File: config.mk
export PLATFORM = sky130hd
export DESIGN_NAME = mips_store_trace_fifo
export DESIGN_NICKNAME = d
export VERILOG_FILES = /design/src/rtl/mips_trace_pkg.sv /design/src/rtl/mips_trace_fifo_mem.sv /design/src/rtl/mips_store_trace_fifo.sv
export SDC_FILE = /design/constraint.sdc
export NUM_CORES = 2
export LEC_CHECK = 0
export ABC_AREA = 1
export BUFFER_PORTS_ARGS = -buffer_cell sky130_fd_sc_hd__buf_4
export CORE_MARGIN = 3
export CORE_UTILIZATION = 59
export DETAILED_ROUTE_END_ITERATION = 10
export HOLD_SLACK_MARGIN = 0.1
export PLACE_DENSITY = 0.74
export SYNTH_ARGS = -nofsm -noshare
export SYNTH_HDL_FRONTEND = slang
export SYNTH_SLANG_ARGS = --single-unit
File: constraint.sdc
create_clock -name clk -period 15.82 [get_ports clk]
set_clock_uncertainty 0.2 [all_clocks]
set_input_delay 0.791 -clock clk [delete_from_list [all_inputs] [get_ports clk]]
set_output_delay 0.791 -clock clk [all_outputs]
set_load 0.05 [all_outputs]
File: src/rtl/mips_trace_pkg.sv
// Shared types and constants for the mips_5_stage store-trace FIFO.
// Latency: n/a (types only).  Backpressure: n/a.
// Contents: TRACE_TS_W default timestamp width, OVF_MAX saturation value,
//           store_rec_t record layout {addr, data, ts}.
package mips_trace_pkg;

  localparam int          TRACE_TS_W = 16;
  localparam logic [15:0] OVF_MAX    = 16'hFFFF;

  typedef struct packed {
    logic [31:0]           addr;
    logic [31:0]           data;
    logic [TRACE_TS_W-1:0] ts;
  } store_rec_t;

endpackage

File: src/rtl/mips_trace_fifo_mem.sv
// Record storage: DEPTH x store_rec_t array, one write port, one registered read port.
// Latency: read data valid one clock after raddr_i is presented.
// Backpressure: none here; the owner decides when to write and which entry to read.
// Ports: clk/reset (sync, active-high, clears the read register only),
//        we_i/waddr_i/wdata_i write port, raddr_i read address, rdata_o registered read data.
module mips_trace_fifo_mem
  import mips_trace_pkg::*;
#(
  parameter  int DEPTH = 16,
  localparam int AW    = $clog2(DEPTH)
) (
  input  logic          clk,
  input  logic          reset,
  input  logic          we_i,
  input  logic [AW-1:0] waddr_i,
  input  store_rec_t    wdata_i,
  input  logic [AW-1:0] raddr_i,
  output store_rec_t    rdata_o
);

  store_rec_t mem_q [DEPTH];
  store_rec_t rdata_q;

  always_ff @(posedge clk) begin
    if (we_i) begin
      mem_q[waddr_i] <= wdata_i;
    end
  end

  // Write-first: a record written to the slot being read this edge is
  // forwarded so the read register sees it one clock later, never the stale slot.
  always_ff @(posedge clk) begin
    if (reset) begin
      rdata_q <= '0;
    end else if (we_i && (waddr_i == raddr_i)) begin
      rdata_q <= wdata_i;
    end else begin
      rdata_q <= mem_q[raddr_i];
    end
  end

  assign rdata_o = rdata_q;

endmodule

File: src/rtl/mips_store_trace_fifo.sv
// Timestamped trace FIFO of mips_5_stage data-memory stores (purely observing).
// Latency: a captured store is on rec_* one clock after its capture edge (registered FWFT).
// Backpressure: rec_valid/rec_ready; when full a store without a same-edge pop is dropped
//   and counted in overflow_cnt (saturating).
// Ports: clk, reset (sync, active-high); memwrite_in/dataadr_in/writedata_in store strobe;
//   rec_valid/rec_ready/rec_addr/rec_data/rec_ts head record; count, full, overflow_cnt status.
// Option: define STORE_FILTER_EN to record only stores with
//   (dataadr_in & FILTER_MASK) == FILTER_BASE; otherwise every store is recorded.
module mips_store_trace_fifo
  import mips_trace_pkg::*;
#(
  parameter  int          DEPTH       = 16,
  parameter  int          TS_W        = TRACE_TS_W,
  parameter  logic [31:0] FILTER_BASE = 32'h0000_0000,
  parameter  logic [31:0] FILTER_MASK = 32'h0000_0000,
  localparam int          PTR_W       = $clog2(DEPTH),
  localparam int          CNT_W       = PTR_W + 1
) (
  input  logic             clk,
  input  logic             reset,
  input  logic             memwrite_in,
  input  logic [31:0]      dataadr_in,
  input  logic [31:0]      writedata_in,
  output logic             rec_valid,
  input  logic             rec_ready,
  output logic [31:0]      rec_addr,
  output logic [31:0]      rec_data,
  output logic [TS_W-1:0]  rec_ts,
  output logic [CNT_W-1:0] count,
  output logic             full,
  output logic [15:0]      overflow_cnt
);

  logic [PTR_W-1:0] wr_ptr_q, wr_ptr_d;
  logic [PTR_W-1:0] rd_ptr_q, rd_ptr_d;
  logic [CNT_W-1:0] count_q,  count_d;
  logic [15:0]      ovf_q,    ovf_d;
  logic [TS_W-1:0]  ts_q;

  logic       filter_hit;
  logic       store_req;
  logic       full_w;
  logic       pop;
  logic       push;
  logic       drop;
  store_rec_t wr_rec;
  store_rec_t head_rec;

`ifdef STORE_FILTER_EN
  assign filter_hit = ((dataadr_in & FILTER_MASK) == FILTER_BASE);
`else
  logic unused_filter;
  assign unused_filter = ^{FILTER_BASE, FILTER_MASK};
  assign filter_hit    = 1'b1;
`endif

  assign store_req = memwrite_in & filter_hit;
  assign full_w    = (count_q == CNT_W'(DEPTH));
  assign pop       = (count_q != '0) & rec_ready;
  // A pop on the same edge frees the slot, so a full FIFO still accepts the store.
  assign push      = store_req & (~full_w | pop);
  assign drop      = store_req & full_w & ~pop;

  always_comb begin
    wr_ptr_d = wr_ptr_q;
    rd_ptr_d = rd_ptr_q;
    count_d  = count_q;
    ovf_d    = ovf_q;
    if (push) begin
      wr_ptr_d = wr_ptr_q + PTR_W'(1);
    end
    if (pop) begin
      rd_ptr_d = rd_ptr_q + PTR_W'(1);
    end
    case ({push, pop})
      2'b10:   count_d = count_q + CNT_W'(1);
      2'b01:   count_d = count_q - CNT_W'(1);
      default: count_d = count_q;
    endcase
    if (drop && (ovf_q != OVF_MAX)) begin
      ovf_d = ovf_q + 16'd1;
    end
  end

  always_ff @(posedge clk) begin
    if (reset) begin
      wr_ptr_q <= '0;
      rd_ptr_q <= '0;
      count_q  <= '0;
      ovf_q    <= '0;
      ts_q     <= '0;
    end else begin
      wr_ptr_q <= wr_ptr_d;
      rd_ptr_q <= rd_ptr_d;
      count_q  <= count_d;
      ovf_q    <= ovf_d;
      ts_q     <= ts_q + TS_W'(1);
    end
  end

  always_comb begin
    wr_rec      = '0;
    wr_rec.addr = dataadr_in;
    wr_rec.data = writedata_in;
    wr_rec.ts   = TRACE_TS_W'(ts_q);
  end

  // The read port always looks at the next head, so the registered output
  // already holds the right record after every push/pop edge.
  mips_trace_fifo_mem #(
    .DEPTH (DEPTH)
  ) u_mem (
    .clk     (clk),
    .reset   (reset),
    .we_i    (push & ~reset),
    .waddr_i (wr_ptr_q),
    .wdata_i (wr_rec),
    .raddr_i (rd_ptr_d),
    .rdata_o (head_rec)
  );

  assign rec_valid    = (count_q != '0);
  assign rec_addr     = head_rec.addr;
  assign rec_data     = head_rec.data;
  assign rec_ts       = TS_W'(head_rec.ts);
  assign count        = count_q;
  assign full         = full_w;
  assign overflow_cnt = ovf_q;

endmodule
### Word level (Yosys, flattened, before mapping)

Memories as Yosys holds them, arrays and structs flattened. A register that Yosys moved wholly into a read port is not among the register bits.
Index checks and enable logic that the tools add are counted.

| word-level totals | value |
|---|---|
| output and inout bits | 103 |
| register bits | 45 |
| bits in writable memories | 1280 |
| bits of input ports | 68 |
| memories kept | 1 |
| word-level logic and storage cells | 32 |

Memories:

| name | words | bits a word | read ports | clocked after memory_dff | write ports | line | text |
|---|---|---|---|---|---|---|---|
| u_mem.mem_q | 16 | 80 | 1 | 1 | 1 | mips_trace_fifo_mem.sv:21 | `store_rec_t mem_q [DEPTH];` |

| cells by class | value |
|---|---|
| reduce and logical (&&, ||, !) cells | 3 |
| add/subtract/negate cells | 6 |
| equal/unequal tests | 4 |
| multiplexer cells | 4 |
| bitwise operators | 9 |

Operators by type and width:

| kind | number |
|---|---|
| $add 16x1->16 const B | 2 |
| $ne 16x16->1 const B | 1 |
| $pmux 5 s2 | 1 |
| $add 4x1->4 const B | 2 |
| $add 5x1->5 const B | 1 |
| $and 1x1->1 | 5 |
| $eq 5x5->1 const B | 1 |
| $reduce_bool 5->1 | 1 |
| $sub 5x1->5 const B | 1 |
| $mux 4 | 1 |
| $not 1->1 | 3 |
| $eq 2x1->1 const B | 1 |
| $eq 2x2->1 const B | 1 |
| $mux 1 | 2 |
| $reduce_bool 2->1 | 1 |
| $logic_and 1x1->1 | 1 |
| $or 1x1->1 | 1 |

### Longest topological paths before layout

| logic depth | value |
|---|---|
| depth after elaboration | 7 |
| mapped depth | 16 |
| mapped depth without buffers | 15 |

### Hierarchy

Synthesis repeated with hierarchy kept, for this count alone.

| second synthesis, totals | value |
|---|---|
| cells, all modules | 5858 |
| area total of the unflattened synthesis | 59753.6 um^2 |

Modules (own cells, without submodules):

| module | instances | seq. area each (um^2) | cells an instance | area each (um^2) |
|---|---|---|---|---|
| mips_trace_fifo_mem | 1 | 40038.4 | 5542 | 57495.1 |
| mips_store_trace_fifo | 1 | 900.9 | 316 | 2258.4 |

### Least setup slack after synthesis

No wires, ideal clock.

| path | value |
|---|---|
| path kind | reg-to-reg |
| from | reg count_q[0] (netlist: count[0]) |
| to | mem u_mem.mem_q[11][0] in the netlist's numbering (enable) |
| path slack | 10.166 ns |
| arrival time | 4.935 ns |
| cell stages (with the launch flop) | 9 |
| required time | 15.101 ns |
| path buffers | 0 |
| period minus slack after synthesis | 5.654 ns |
| setup time | 0.519 ns |
| cells stage by stage | dfxtp_1 nor2_4 nand2_1 nor2_1 nand2_1 nand2_1 inv_1 nand2_1 nor2_1 |

| on the way | value |
|---|---|
| longest elaborated chain between the ends | 7 |
| elaborated cells on any way between the ends | 9 |
| those cells by class | 1 x eq/ne; 2 x mux; 5 x bitwise; 1 x reduce/logical |

RTL lines:

| element | line | text |
|---|---|---|
| start, declared | mips_store_trace_fifo.sv:36 | `logic [CNT_W-1:0] count_q, count_d;` |
| start signal, assigned | mips_store_trace_fifo.sv:95 | `count_q <= count_d;` |
| $eq 5x5->1 | mips_store_trace_fifo.sv:58 | `assign full_w = (count_q == CNT_W'(DEPTH));` |
| named net full | mips_store_trace_fifo.sv:30 | `output logic full,` |
| $not 1->1 | mips_store_trace_fifo.sv:61 | `assign push = store_req & (~full_w \| pop);` |
| $or 1x1->1 | mips_store_trace_fifo.sv:61 |  |
| $and 1x1->1 | mips_store_trace_fifo.sv:61 |  |
| $and 1x1->1 | mips_store_trace_fifo.sv:115 | `.we_i (push & ~reset),` |
| $mux 1 | mips_trace_fifo_mem.sv:25 | `if (we_i) begin` |
| $mux 1 (not written as such) | mips_trace_fifo_mem.sv:26 | `mem_q[waddr_i] <= wdata_i;` |
| end, declared | mips_trace_fifo_mem.sv:21 |  |

The timed path passes the listed nets, and every way through them passes these cells.

### Worst setup path in the final report

| path | value |
|---|---|
| from | reg count_q[2] (netlist: count[2]) |
| to | reg, netlist name u_mem.rdata_o[62] |

| on the way | value |
|---|---|
| longest elaborated chain between the ends | 3 |

RTL lines:

| element | line | text |
|---|---|---|
| $reduce_bool 5->1 | mips_store_trace_fifo.sv:59 | `assign pop = (count_q != '0) & rec_ready;` |
| $and 1x1->1 | mips_store_trace_fifo.sv:59 |  |
| $mux 4 | mips_store_trace_fifo.sv:72 | `if (pop) begin` |

No other way between the ends.
A chain may end at the register's enable or synchronous reset.

==> impl_metrics.py <==
metrics = {
    "timing": {
        "fin_crit_ns": 5.37,
        "slew_viol_final": 0,
        "timing.setup.tns_ns": 0,
        "tightestPinTransition_ns": 1.22,
        "fmax_mhz": 186,
        "rsz0062_at_grt": "no",
        "hold_viol": 0,
        "min_period_over_period": 0.340,
        "maxSlewHeadroom": 0.189,
        "setup_violations": 0,
        "hold_slack_ns": 0.146,
    },
    "route": {
        "wl_per_cell_um": 21.0,
        "first_iter_violations": 5564,
        "postRouteAntennaNets": 0,
        "dr.pass1.iters": 6,
        "drc": 0,
        "avgViaCountPerCell": 5.77,
        "drt-total-wl_mm": 154,
        "via_count": 42200,
    },
    "global_routing": {
        "grtUsageMet3": 0.0472,
        "grt-ovfl-total": 0,
        "use_met1": 0.382,
        "grt_pass1_wl_mm": 234,
        "track_usage": 0.286,
        "grt_busiest_layer": "met2",
        "grt_max_degree": 198,
        "grt_pass1_vias": 40400,
        "gr-usage-met2": 0.465,
        "antenna_found_initial": 3,
    },
    "critical_path": {
        "rr_worst_depth": 14,
        "max_stage_delay_ns": 0.98,
        "path_common_cell": "nand2_1",
        "end_kind": "register",
        "crit_path_start": "count[2]",
        "crit_path_cell_trace": "nor2_2 -> nand3_4 -> nand2_4 -> nand2_8 -> nand2_8 -> nand2_1 -> nand2_1 -> a21oi_1 -> nand3_4 -> buf_4 -> buf_4 -> nand3_1 -> nand2_1 -> inv_1",
        "cp_data_arrival_time_ns": 5.80,
        "critPathLaunchType": "register",
        "cp_max_fo": 154,
        "r2r_end": "u_mem.rdata_o[62]",
        "timing.reg2reg.setup_slack_ns": 10.45,
        "r2r_start": "count[2]",
        "required_ns": 16.25,
        "critPathKind": "reg2reg",
        "cpMaxStageDelayCell": "nand2_8",
    },
    "power": {
        "p_per_area_mw_per_mm2": 165,
        "ir_drop_mv": 0.153,
        "leakage_nw": 27.9,
    },
    "status": {
        "outcome": "completed",
    },
    "die": {
        "die_h_um": 326,
        "initial_utilization": 0.598,
        "num_io_pins": 171,
        "dieArea_mm2": 0.106,
        "coreArea_mm2": 0.101,
        "row_count": 116,
        "die_w_um": 326,
    },
    "synthesis": {
        "synth_mux_area_frac": 0,
        "ys.flop_type": "edfxtp_1",
        "synth_top_area_frac": 0.638,
        "synth_area_leaders": "edfxtp_1, nand3_1, nand2_1, inv_1, dfxtp_1",
        "ys_seq_area_frac": 0.679,
        "synth-xor-area-share": 0.00160,
        "synth_area_mm2": 0.0603,
        "synthArstFlopShare": 0,
        "synth_compound_area_frac": 0.00519,
        "yosys.area_share.adder": 0.00241,
        "synthSimpleGateAreaFrac": 0.234,
        "yosysTopAreaCell": "edfxtp_1",
        "avgSynthCellArea_um2": 10.3,
        "synthCells": 5837,
        "synth_edf_count": 1280,
        "syn_nets": 5916,
        "ys_ff_latch": 1405,
        "synth_cell_types": 34,
        "synth_top_family_by_area": "simple AND/OR/NAND/NOR gates",
        "yosys_warnings": 0,
    },
    "clock_tree": {
        "cts_tree": "built",
        "root_buffer": "clkbuf_16",
        "cts-resized-gates": 0,
        "clk_path_buf_depth": 3,
        "holdBufCountCts": 0,
        "htreeDepth": 4,
        "cts.sinks": 1405,
        "cts_inserted_buffers": 144,
        "postCtsSetupBuffers": 0,
        "insertion_delay_ns": 0.75,
        "cts.clk_slew.worst_paths_ns": 0.06,
    },
    "worst_hold_path": {
        "hold_depth": 1,
        "hold_class": "in2reg",
        "min_from": "dataadr_in[31]",
        "whs_endpoint": "u_mem.mem_q[3][79]",
    },
    "place": {
        "hpwl_mm": 72.4,
        "numPortBuffers": 170,
        "gp_congestion": 0.786,
    },
    "finish": {
        "drive_above_1_share": 0.0780,
        "utilization": 0.663,
        "nets": 5928,
        "area_growth_pct": 10.9,
    },
    "flow_run": {
        "drv_cap": 0,
    },
}
cell usage after synthesis (2+ instances only):
cell / instances
a21oi_1: 31
buf_1: 35
buf_2: 241
buf_4: 27
buf_6: 2
clkbuf_1: 61
dfxtp_1: 125
edfxtp_1: 1280
ha_1: 10
inv_1: 769
inv_2: 4
nand2_1: 1419
nand2_2: 5
nand3_1: 1546
nand3_2: 2
nand4_1: 2
nor2_1: 218
nor3_1: 6
nor3b_1: 2
nor4_1: 4
o21a_1: 2
o21ai_0: 24
or2_2: 2
xnor2_1: 3
xor2_1: 8
per-stage QoR:
stage,cell area (um2),instances,power (W),worst slack [ns]
2_1_floorplan,60300,5837,0.00680,10.17
6_report,66800,7320,0.0110,10.45
3_3_place_gp,62200,7060,0.00767,10.26
4_1_cts,66800,7318,0.0110,10.44
5_1_grt,66800,7319,0.0116,10.07
3_5_place_dp,62200,7060,0.00772,10.19
critical path: cells and delay by family, from the launching register on:
family	cells	cell delay, ns
flip-flops	1	0.35
AND/OR/NAND/NOR	10	2.96
buffers and inverters	3	1.57
AO/OA/AOI/OAI	1	0.06
logic make-up (layout without fill, tap and decap cells):
group | Yosys count | after routing
other cells | 0 | 2
simple gates | 3211 | 3211
compound gates | 60 | 60
xor+xnor | 11 | 11
flops | 1405 | 1405
fa+ha+maj | 11 | 11
buf+inv | 1139 | 1263
registers in the layout (all words and copies together), names as in the netlist:
register       cells
rd_ptr_q           4
u_mem.mem_q     1280
overflow_cnt      16
wr_ptr_q           4
ts_q              16
u_mem.rdata_o     80
count              5
where the power goes:
part           internal (W)  switching (W)  total, W
logic              0.000948        0.00251   0.00346
registers           0.00416      0.0000618   0.00422
clock network       0.00197        0.00136   0.00333
cell type report:
class | count | area, um2
Fill cell | 7471 | 33900
Multi-Input combinational cell | 3293 | 14800
Tap cell | 1357 | 1700
Clock inverter | 56 | 549
Antenna cell | 2 | 5.00
Inverter | 773 | 2920
Sequential cell | 1405 | 40900
Clock buffer | 202 | 4100
Timing Repair Buffer | 232 | 1770
layout by cell type (no fill, tap or decap), types with 3 or more instances in the layout:
| cell type | count |
|---|---|
| nand3_1 | 1546 |
| nand2_1 | 1418 |
| edfxtp_1 | 1280 |
| inv_1 | 769 |
| buf_4 | 229 |
| nor2_1 | 202 |
| clkbuf_16 | 149 |
| dfxtp_1 | 125 |
| clkbuf_1 | 36 |
| a21oi_1 | 31 |
| o21ai_0 | 24 |
| clkinv_1 | 24 |
| nor2_4 | 17 |
| clkbuf_8 | 17 |
| clkinv_2 | 13 |
| ha_1 | 10 |
| bufinv_16 | 10 |
| xor2_1 | 8 |
| nor3_1 | 6 |
| nand2_8 | 4 |
| nor4_1 | 4 |
| nand3_4 | 3 |
| inv_8 | 3 |
| xnor2_1 | 3 |
| inv_6 | 3 |
how the worst max path moves through the flow:
stage                          to  slack (ns)  depth (start not counted)
2_1_floorplan  u_mem.mem_q[11][0]       10.17                          8
3_3_place_gp    u_mem.rdata_o[15]       10.26                         14
3_5_place_dp    u_mem.rdata_o[50]       10.19                         13
4_1_cts         u_mem.rdata_o[62]       10.44                         14
5_1_grt         u_mem.rdata_o[61]       10.07                         15
6_report        u_mem.rdata_o[62]       10.45                         14
layer usage:
layer  vias up  part of all wire  routed length [um]
li1      19500                 -                   -
met1     20000              0.38               58700
met2      2280              0.48               73900
met3       370             0.097               15000
met4         2             0.039                6060
met5         -          0.000085                  13
Note: power is estimated with default switching activity, not from simulation.
